$ cat src/rtl/matmul_tile_scheduler.sv
// Tile-grid sequencer for the accumulator array: issues (row,col,k) operand fetches under
// a credit limit, gates partial products into the array and tags finished tiles with coordinates.
module matmul_tile_scheduler #(
    parameter int ACC_DEPTH       = 4,
    parameter int MAX_M           = 16,
    parameter int MAX_N           = 16,
    parameter int MAX_OUTSTANDING = 4,
    parameter int MW              = $clog2(MAX_M + 1),
    parameter int NW              = $clog2(MAX_N + 1),
    parameter int KW              = (ACC_DEPTH > 1) ? $clog2(ACC_DEPTH) : 1
) (
    input  logic          clk,
    input  logic          rst,
    input  logic          start_valid,
    output logic          start_ready,
    input  logic [MW-1:0] cfg_m,
    input  logic [NW-1:0] cfg_n,
    output logic          busy,
    output logic          done,
    output logic          req_valid,
    input  logic          req_ready,
    output logic [MW-1:0] req_row,
    output logic [NW-1:0] req_col,
    output logic [KW-1:0] req_k,
    output logic          req_last,
    input  logic          prod_valid,
    output logic          prod_ready,
    output logic          acc_in_valid,
    input  logic          acc_in_ready,
    input  logic          acc_out_valid,
    output logic          acc_out_ready,
    output logic          out_valid,
    input  logic          out_ready,
    output logic [MW-1:0] out_row,
    output logic [NW-1:0] out_col,
    output logic          out_last
);
    localparam int CW = $clog2(MAX_OUTSTANDING + 1);

    typedef enum logic [1:0] {IDLE, RUN, DRAIN, DONE} state_t;

    state_t        state, state_nxt;
    logic [MW-1:0] m_q, row, o_row;
    logic [NW-1:0] n_q, col, o_col;
    logic [KW-1:0] k;
    logic [CW-1:0] credits;

    logic active, req_hs, prod_hs, out_hs;
    logic k_wrap, col_wrap, row_wrap, zero_job;

    assign active   = (state == RUN) || (state == DRAIN);
    assign zero_job = (cfg_m == '0) || (cfg_n == '0);

    assign start_ready   = (state == IDLE);
    assign busy          = active;
    assign done          = (state == DONE);
    assign req_valid     = (state == RUN) && (credits < CW'(MAX_OUTSTANDING));
    assign req_row       = row;
    assign req_col       = col;
    assign req_k         = k;
    assign prod_ready    = acc_in_ready & active;
    assign acc_in_valid  = prod_valid & active;
    assign acc_out_ready = out_ready;
    assign out_valid     = acc_out_valid & active;
    assign out_row       = o_row;
    assign out_col       = o_col;

    assign k_wrap   = (k == KW'(ACC_DEPTH - 1));
    assign col_wrap = (col == n_q - NW'(1));
    assign row_wrap = (row == m_q - MW'(1));
    assign req_last = k_wrap;
    assign out_last = (o_row == m_q - MW'(1)) && (o_col == n_q - NW'(1));

    assign req_hs  = req_valid & req_ready;
    assign prod_hs = prod_valid & prod_ready;
    assign out_hs  = out_valid & out_ready;

    always_comb begin
        state_nxt = state;
        case (state)
            IDLE:  if (start_valid) state_nxt = zero_job ? DONE : RUN;
            // Final tile leaving wins over the last-request transition in the same cycle.
            RUN: begin
                if (out_hs && out_last)
                    state_nxt = DONE;
                else if (req_hs && k_wrap && col_wrap && row_wrap)
                    state_nxt = DRAIN;
            end
            DRAIN: if (out_hs && out_last) state_nxt = DONE;
            DONE:  state_nxt = IDLE;
            default: state_nxt = IDLE;
        endcase
    end

    always_ff @(posedge clk or negedge rst) begin
        if (!rst) begin
            state   <= IDLE;
            m_q     <= '0;
            n_q     <= '0;
            row     <= '0;
            col     <= '0;
            k       <= '0;
            o_row   <= '0;
            o_col   <= '0;
            credits <= '0;
        end else begin
            state <= state_nxt;
            if (state == IDLE && start_valid) begin
                m_q     <= cfg_m;
                n_q     <= cfg_n;
                row     <= '0;
                col     <= '0;
                k       <= '0;
                o_row   <= '0;
                o_col   <= '0;
                credits <= '0;
            end else begin
                if (req_hs) begin
                    if (k_wrap) begin
                        k <= '0;
                        if (col_wrap) begin
                            col <= '0;
                            row <= row + MW'(1);
                        end else begin
                            col <= col + NW'(1);
                        end
                    end else begin
                        k <= k + KW'(1);
                    end
                end
                if (out_hs) begin
                    if (o_col == n_q - NW'(1)) begin
                        o_col <= '0;
                        o_row <= o_row + MW'(1);
                    end else begin
                        o_col <= o_col + NW'(1);
                    end
                end
                if (req_hs && !prod_hs)
                    credits <= credits + CW'(1);
                else if (!req_hs && prod_hs && credits != '0)
                    credits <= credits - CW'(1);
            end
        end
    end

`ifndef SYNTHESIS
    // A product with no fetch in flight means the datapath broke protocol.
    a_no_orphan_prod: assert property (@(posedge clk) disable iff (!rst)
        prod_hs |-> (credits != '0));
`endif

endmodule

$ cat config.mk
export PLATFORM = sky130hd
export DESIGN_NAME = matmul_tile_scheduler
export DESIGN_NICKNAME = d
export VERILOG_FILES = /design/src/rtl/matmul_tile_scheduler.sv
export SDC_FILE = /design/constraint.sdc
export NUM_CORES = 1
export LEC_CHECK = 0
export ABC_AREA = 1
export BUFFER_PORTS_ARGS = -buffer_cell sky130_fd_sc_hd__buf_2
export CORE_UTILIZATION = 35
export CTS_CLUSTER_SIZE = 10
export DETAILED_ROUTE_END_ITERATION = 16
export SKIP_CTS_REPAIR_TIMING = 1
export SYNTH_ARGS = -nofsm -noshare
export SYNTH_HDL_FRONTEND = slang
export SYNTH_SLANG_ARGS = --single-unit
$ cat constraint.sdc
create_clock -name clk -period 2.52 [get_ports clk]
set_input_delay 0.504 -clock clk [delete_from_list [all_inputs] [get_ports clk]]
set_output_delay 0.504 -clock clk [all_outputs]
set_load 0.005 [all_outputs]
==> flow_metrics.py, run 1 <==
metrics = {
    "finish": {
        "final_util": 0.4429,
        "layout_commonest_cell": "nand2_1",
        "layout.cells.non_filler": 492,
        "design_area_mm2": 0.003059,
        "drive_above_1_share": 0.2525,
        "final_cell_mix": "nand2_1, buf_2, inv_1, nand3_1, dfrtp_1",
        "diodes": 0,
        "multi_input_area_mm2": 0.001423,
        "ff_latch_area_um2": 925.9,
        "fillers": 732,
        "syn_to_final_growth_pct": 20.86,
        "fin_nets": 426,
    },
    "floorplan": {
        "start_util": 0.3665,
        "num_rows": 30,
        "die_h_um": 87.04,
        "dieArea_mm2": 0.007576,
        "io_pins": 50,
        "fp.coreArea_mm2": 0.006907,
        "dieWidth_um": 87.04,
    },
    "outcome": {
        "status": "complete, no violations",
    },
    "clock_network": {
        "clock-root-buffer": "clkbuf_8",
        "ctsLongestPathBuffers": 2,
        "clk_pin_slew_worst_paths_ns": 0.08,
        "cts_tree": "done",
        "cts.htree.levels": 2,
        "cts_inserted_buffers": 5,
        "clock_sinks": 37,
        "clk_latency_ns": 0.30,
    },
    "drt": {
        "wire_per_inst_um": 12.08,
        "postRouteAntennaNets": 0,
        "wl_um": 5945,
        "routed-via-count": 2296,
        "drc": 0,
        "viasPerCell": 4.667,
        "first_pass_iters": 4,
        "drt_iter0_drc": 105,
    },
    "setup_path": {
        "cp_slowest_cell": "dfrtp_1",
        "max_stage_delay_ns": 0.39,
        "worstPathArrival_ns": 1.83,
        "start_kind": "flip-flop",
        "endpoint_kind": "output port",
        "path_cells": "inv_2 -> ha_2 -> nand2_2 -> nand2_2 -> nand2_2 -> xor2_2 -> nor4_2 -> buf_2",
        "path_class": "flip-flop to output port",
        "crit_top_cell": "nand2_2",
        "path_delay_family": "simple AND/OR/NAND/NOR gates",
        "path_buf_inv": 2,
        "crit_path_max_fanout": 6,
        "r2r_setup_slack_ns": 0.44,
        "cp.required_ns": 2.02,
    },
    "global_route": {
        "grt_pass1_vias": 2248,
        "antenna_found_initial": 0,
        "grt_start_max_net_pins": 38,
        "gr-usage-all-layers": 0.1731,
        "grt_pass1_wl_um": 10100,
        "overflow": 0,
    },
    "yosys": {
        "synthDistinctLibCells": 33,
        "muxShareOfSynthArea": 0,
        "ys.warnings.count": 0,
        "syn_avg_cell_area_um2": 7.533,
        "synthAdderAreaFrac": 0.06228,
        "ys_ff_latch": 37,
        "synthCells": 336,
        "synth_top_family_by_area": "simple AND/OR/NAND/NOR gates",
        "async_flop_share": 1.000,
        "synth_compound_area_frac": 0.08255,
        "synth-simple-area-share": 0.3307,
        "yosysSeqAreaShare": 0.3658,
        "syn_area_mm2": 0.002531,
        "synth_fp_nets": 366,
        "synthFlopType": "dfrtp_1",
        "synth_edf_count": 0,
        "yosys.area_share.xor_xnor": 0.07217,
    },
    "placement": {
        "placed_cells": 481,
        "placed_area_mm2": 0.002903,
        "gp_congestion": 0.8567,
        "port-buffer-count": 49,
        "hpwl_um": 4630,
    },
    "timing": {
        "worst_pin_slew_ns": 0.8458,
        "grt_setup_unrepaired": "false",
        "period_needed_ns": 2.334,
        "finalSetupViolCount": 0,
        "drv_slew": 0,
        "post-route-period-util": 0.9264,
        "max_freq_mhz": 428.4,
        "hold_violations": 0,
        "slew_headroom": 0.4362,
        "setup-tns-final_ns": 0,
        "finalClockSkew_ns": 0.01265,
    },
    "power": {
        "peakVddDrop_mv": 0.4919,
        "p_leak_uw": 0.001602,
        "power_density_mw_per_mm2": 1153,
    },
    "hold_path": {
        "hp-class": "input pin to async pin",
    },
    "job": {
        "cap_violations": 0,
    },
}
worst register-to-register path: cells and delay by family, from the launching register on:
family	cells	cell delay (ns)
buffers and inverters	1	0.09
adder cells (fa/ha/maj)	1	0.29
XOR/XNOR	1	0.15
AND/OR/NAND/NOR	10	1.09
flip-flops	1	0.39
synth_stat cells (5+ instances only):
| cell type | count | area [µm²] |
|---|---|---|
| dfrtp_1 | 37 | 925.9 |
| ha_1 | 11 | 137.6 |
| inv_1 | 48 | 180.2 |
| nand2_1 | 83 | 311.6 |
| nand2_2 | 6 | 37.54 |
| nand3_1 | 44 | 220.2 |
| nand3_2 | 5 | 50.05 |
| nor2_1 | 24 | 90.09 |
| nor2_4 | 5 | 56.30 |
| o21ai_0 | 18 | 90.09 |
| xor2_1 | 17 | 148.9 |
state kept, by name, indices dropped and copies added (netlist names):
name and count:
m_q 5, n_q 5, out_col 5, out_row 5, req_col 5, req_row 5, credits 3, req_k 2
state 2
cell type report:
type,count,area share
clock inverter,1,0.002454
clock buffer,6,0.02699
multi-input combinational,244,0.4650
timing repair buffer,58,0.1022
sequential,37,0.3027
inverter,50,0.06135
tap,96,0.03926
layer usage:
| metal | share of wire | vias up | wire [µm] | track usage |
|---|---|---|---|---|
| met3 | 0.037 | 8 | 222 | 0.03128 |
| met2 | 0.46 | 44 | 2741 | 0.2935 |
| met4 | 0.013 | 0 | 80 | 0.05455 |
| met5 | 0 | - | 0 | 0 |
| li1 | - | 1202 | - | - |
| met1 | 0.49 | 1042 | 2900 | 0.2229 |
worst paths after layout:
| path | depth (start not counted) | startpoint | endpoint |
|---|---|---|---|
| setup / recovery | 8 | n_q[0] | out_last |
| hold / removal | 1 | rst | req_col[4] |
| setup reg to reg | 13 | n_q[0] | out_row[2] |
| hold reg to reg | 1 | req_row[3] | req_row[3] |
| max in group asynchronous | 1 | rst | m_q[2] |
| min in group clk | 3 | cfg_n[2] | n_q[2] |
cell families after synthesis:
kind of cell               count (synthesis)
and+or+nand+nor                          179
buffers and inverters                     55
DFF                                       37
AOI/OAI and AO/OA                         33
xor gates and xnor gates                  20
adders and majority gates                 12
power breakdown:
part	internal [µW]	switching (µW)	leakage (µW)	total (µW)
sequential	805	257	0.000481	1060
clock	216	219	0.0000433	435
combinational	829	1200	0.00108	2030
metrics by stage:
step	setup slack, ns	hold slack [ns]	power (µW)
finish	0.1855	0.3016	3526
global route	0.001465	0.3752	3925
CTS	-0.08575	0.3414	3436
detailed placement	0.2505	0.5458	2986
global placement	0.3484	0.5302	2946
floorplan	0.5174	0.2084	2441
Note: power is estimated with default switching activity, not from simulation.
==> run 2, diff against run 1 <==
Settings changed: MAX_ROUTING_LAYER from default to met4.
==> flow_metrics.py, run 2 (synthesized netlist as in run 1, its figures left out) <==
metrics = {
    "power": {
        "power_uw": 3526,
        "power.share.switching": 0.4753,
        "power_frac_seq": 0.301,
        "pwr-share-comb": 0.575,
        "power_density_mw_per_mm2": 1153,
        "p_leak_uw": 0.001602,
        "clkPwrFrac": 0.123,
        "intPower_uw": 1850,
        "total_switching_power_uw": 1676,
        "peakVddDrop_mv": 0.4919,
    },
    "floorplan": {
        "die_h_um": 87.04,
        "fp.coreArea_mm2": 0.006907,
        "io_pins": 50,
        "num_rows": 30,
        "dieWidth_um": 87.04,
        "start_util": 0.3665,
        "dieArea_mm2": 0.007576,
    },
    "setup_path": {
        "start_kind": "flip-flop",
        "cp.required_ns": 2.02,
        "crit_path_max_fanout": 6,
        "path_class": "flip-flop to output port",
        "cp_slowest_cell": "dfrtp_1",
        "crit_top_cell": "nand2_2",
        "endpoint_kind": "output port",
        "path_buf_inv": 2,
        "path_delay_family": "simple AND/OR/NAND/NOR gates",
        "path_cells": "inv_2 -> ha_2 -> nand2_2 -> nand2_2 -> nand2_2 -> xor2_2 -> nor4_2 -> buf_2",
        "max_stage_delay_ns": 0.39,
        "worstPathArrival_ns": 1.83,
    },
    "finish": {
        "final_cell_mix": "nand2_1, buf_2, inv_1, nand3_1, dfrtp_1",
        "multi_input_area_mm2": 0.001423,
        "fin_nets": 426,
        "layout.cells.non_filler": 492,
        "syn_to_final_growth_pct": 20.86,
        "ff_latch_area_um2": 925.9,
        "drive_above_1_share": 0.2525,
        "diodes": 0,
        "fillers": 732,
        "layout_commonest_cell": "nand2_1",
    },
    "drt": {
        "wire_per_inst_um": 12.08,
        "postRouteAntennaNets": 0,
        "drt_iter0_drc": 118,
        "first_pass_iters": 4,
        "drc": 0,
        "routed-via-count": 2296,
        "wl_um": 5945,
        "viasPerCell": 4.667,
    },
    "timing": {
        "hold_violations": 0,
        "setup_ws_ns": 0.1855,
        "period_needed_ns": 2.334,
        "hold_ws_ns": 0.3016,
        "setup-tns-final_ns": 0,
        "finalClockSkew_ns": 0.01265,
        "worst_pin_slew_ns": 0.8458,
        "slew_headroom": 0.4362,
        "finalSetupViolCount": 0,
        "grt_setup_unrepaired": "false",
        "drv_slew": 0,
        "max_freq_mhz": 428.4,
        "post-route-period-util": 0.9264,
    },
    "clock_network": {
        "cts_tree": "done",
        "ctsLongestPathBuffers": 2,
        "clk_pin_slew_worst_paths_ns": 0.08,
        "cts.htree.levels": 2,
        "clock_sinks": 37,
        "clock-root-buffer": "clkbuf_8",
        "cts_inserted_buffers": 5,
        "clk_latency_ns": 0.30,
    },
    "hold_path": {
        "hp-class": "input pin to async pin",
    },
    "global_route": {
        "antenna_found_initial": 0,
        "gr-usage-all-layers": 0.1782,
        "grt_pass1_wl_um": 10100,
        "overflow": 0,
        "grt_start_max_net_pins": 38,
        "grt_pass1_vias": 2248,
    },
    "placement": {
        "placed_cells": 481,
        "hpwl_um": 4630,
        "gp_congestion": 0.8704,
        "port-buffer-count": 49,
        "preCtsSetupSlack_ns": 0.2505,
    },
    "outcome": {
        "status": "complete, no violations",
    },
    "job": {
        "cap_violations": 0,
    },
}
==> run 2: final timing paths <==
path | from | to | slack [ns] | cells past startpoint
max in group asynchronous | rst | m_q[2] | 1.68 | 1
setup / recovery | n_q[0] | out_last | 0.19 | 8
setup reg to reg | n_q[0] | out_row[2] | 0.44 | 13
hold reg to reg | req_row[3] | req_row[3] | 0.55 | 1
hold / removal | rst | req_col[4] | 0.30 | 1
min in group clk | cfg_n[2] | n_q[2] | 0.42 | 3
==> run 2: worst reg2reg max path, cell delays in order, from the launching register on <==
cell	delay, ns
dfrtp_1	0.39
inv_2	0.09
ha_2	0.29
xor2_1	0.15
nand2_1	0.08
nor2_2	0.11
nand3_2	0.11
nor2_4	0.14
nor2_4	0.06
nor2_4	0.26
nand2_1	0.12
nand2_1	0.08
nand2_1	0.04
nor2_1	0.09
==> run 2: cell type report <==
type	count	share of cell area
Inverter	50	0.06135
Tap cell	96	0.03926
Sequential cell	37	0.3027
Multi-Input combinational cell	244	0.4650
Clock buffer	6	0.02699
Timing Repair Buffer	58	0.1022
Clock inverter	1	0.002454
==> run 2: metrics by stage <==
step | util | area, µm²
after floorplan | - | 2531
after global placement | 0.4203 | 2903
after detailed placement | 0.4203 | 2903
after CTS | 0.4333 | 2993
after global routing | 0.4429 | 3059
final | 0.4429 | 3059
==> run 2: power groups by stage <==
stage	registers, µW	logic, µW	clock network, µW
2_1_floorplan	1020	1420	0
3_3_place_gp	1070	1870	0
3_5_place_dp	1080	1910	0
4_1_cts	1070	1920	450
5_1_grt	1100	2340	484
6_report	1060	2030	435
==> run 2: metal layers <==
metal,track usage,vias to the layer above,wire [µm]
met5,-,-,0
met3,0.03128,8,222
met1,0.2229,1042,2899
met2,0.2935,44,2741
met4,0.05455,0,80
li1,-,1202,-
==> run 3, diff against run 2 <==
Settings changed: CORE_UTILIZATION 35 to 55, PLACE_DENSITY_LB_ADDON from default to 0.3.
==> flow_metrics.py, run 3 (synthesized netlist as in run 1, its figures left out) <==
metrics = {
    "outcome": {
        "status": "complete, no violations",
    },
    "global_route": {
        "grt_pass1_wl_um": 9804,
        "gr-usage-all-layers": 0.2573,
        "grt_start_max_net_pins": 38,
        "grt_pass1_vias": 2253,
        "overflow": 0,
        "antenna_found_initial": 0,
    },
    "timing": {
        "post-route-period-util": 0.9560,
        "max_freq_mhz": 415.1,
        "slew_headroom": 0.4404,
        "finalSetupViolCount": 0,
        "worst_pin_slew_ns": 0.8394,
        "finalClockSkew_ns": 0.01101,
        "period_needed_ns": 2.409,
        "drv_slew": 0,
        "hold_violations": 0,
    },
    "setup_path": {
        "path_delay_family": "simple AND/OR/NAND/NOR gates",
        "endpoint_kind": "output port",
        "cp_slowest_cell": "dfrtp_1",
        "r2r_setup_slack_ns": 0.31,
        "path_buf_inv": 2,
        "endpoint": "out_last",
        "r2r_end": "out_row[2]",
        "crit_path_max_fanout": 5,
        "crit_cells": 8,
        "worst_r2r_path_depth": 13,
        "cp.required_ns": 2.02,
        "start_kind": "flip-flop",
        "max_stage_delay_ns": 0.43,
        "worstPathArrival_ns": 1.91,
        "path_cells": "inv_2 -> ha_2 -> xor2_1 -> nand2_1 -> nor2_1 -> nand3_2 -> nor4_4 -> buf_2",
        "timing.rr.start": "n_q[0]",
        "path_class": "flip-flop to output port",
        "startpoint": "n_q[0]",
    },
    "drt": {
        "postRouteAntennaNets": 0,
        "drc": 0,
        "drt_iter0_drc": 160,
        "first_pass_iters": 4,
        "routed-via-count": 2370,
        "wl_um": 5699,
        "wire_per_inst_um": 12.84,
        "viasPerCell": 5.338,
    },
    "finish": {
        "drive_above_1_share": 0.2321,
        "final_cell_mix": "nand2_1, buf_2, inv_1, nand3_1, dfrtp_1",
        "fillers": 357,
        "layout.cells.non_filler": 444,
        "fin_nets": 421,
        "syn_to_final_growth_pct": 16.86,
        "diodes": 0,
        "layout_commonest_cell": "nand2_1",
    },
    "floorplan": {
        "dieWidth_um": 69.84,
        "fp.coreArea_mm2": 0.004384,
        "start_util": 0.5773,
        "dieArea_mm2": 0.004878,
        "io_pins": 50,
        "die_h_um": 69.84,
        "num_rows": 24,
    },
    "placement": {
        "placed_cells": 435,
        "hpwl_um": 4298,
        "port-buffer-count": 49,
        "gp_congestion": 1.005,
    },
    "hold_path": {
        "hp-class": "input pin to async pin",
    },
    "clock_network": {
        "clk_latency_ns": 0.30,
        "clock-root-buffer": "clkbuf_8",
        "clk_pin_slew_worst_paths_ns": 0.08,
        "ctsLongestPathBuffers": 2,
        "cts.htree.levels": 2,
        "clock_sinks": 37,
        "cts_inserted_buffers": 5,
        "cts_tree": "done",
    },
    "power": {
        "peakVddDrop_mv": 0.6825,
        "power_uw": 3458,
        "power_density_mw_per_mm2": 1169,
        "p_leak_uw": 0.001582,
    },
    "job": {
        "cap_violations": 0,
    },
}
## run 3: cell type report
cell class              count  area [µm²]  area share
multi-input cells         244        1421      0.4805
clock inverters             2       10.01    0.003384
repair buffers             53       275.3     0.09306
clock buffers               6       72.57     0.02453
well taps                  52       65.06     0.02200
flip-flops and latches     37       925.9      0.3130
inverters                  50       187.7     0.06345
## run 3: worst reg2reg max path: stages, from the launching register on
cell,delay (ns)
dfrtp_1,0.43
inv_2,0.11
ha_2,0.29
xor2_1,0.15
nand2_1,0.06
nor2_1,0.12
nand3_2,0.15
nor2_4,0.16
nor2_4,0.06
nor2_4,0.25
nand2_1,0.11
nand2_1,0.08
nand2_1,0.04
nor2_1,0.11
## run 3: worst min-delay path by stage
stage                       endpoint  cells past startpoint
after floorplan           credits[0]                      0
after global placement        m_q[4]                      2
after detailed placement    req_k[1]                      2
after CTS                 req_col[4]                      1
after global routing      req_col[4]                      1
final                     req_col[4]                      1
## run 3: where the power goes
group          switching, µW  total [µW]  internal, µW
logic                   1200        1980           784
clock network            220         412           192
registers                259        1060           805
## run 3: per-stage QoR
step	util	hold WS (ns)	TNS, ns	area, µm²	setup slack, ns
floorplan	-	0.2084	0	2531	0.5174
global placement	0.6461	0.5406	0	2833	0.3214
detailed placement	0.6461	0.5423	0	2833	0.2583
CTS	0.6650	0.3364	-0.07477	2915	-0.07477
global route	0.6747	0.3675	-0.009708	2958	-0.009708
finish	0.6747	0.2940	0	2958	0.1109
## run 3: metal layers
layer	track usage	wire length [µm]	vias to the layer above	part of all wire
met5	-	0	-	0
met4	0.08000	100	0	0.018
met3	0.05523	339	12	0.059
met2	0.3910	2612	73	0.46
met1	0.3456	2646	1083	0.46
li1	-	-	1202	-
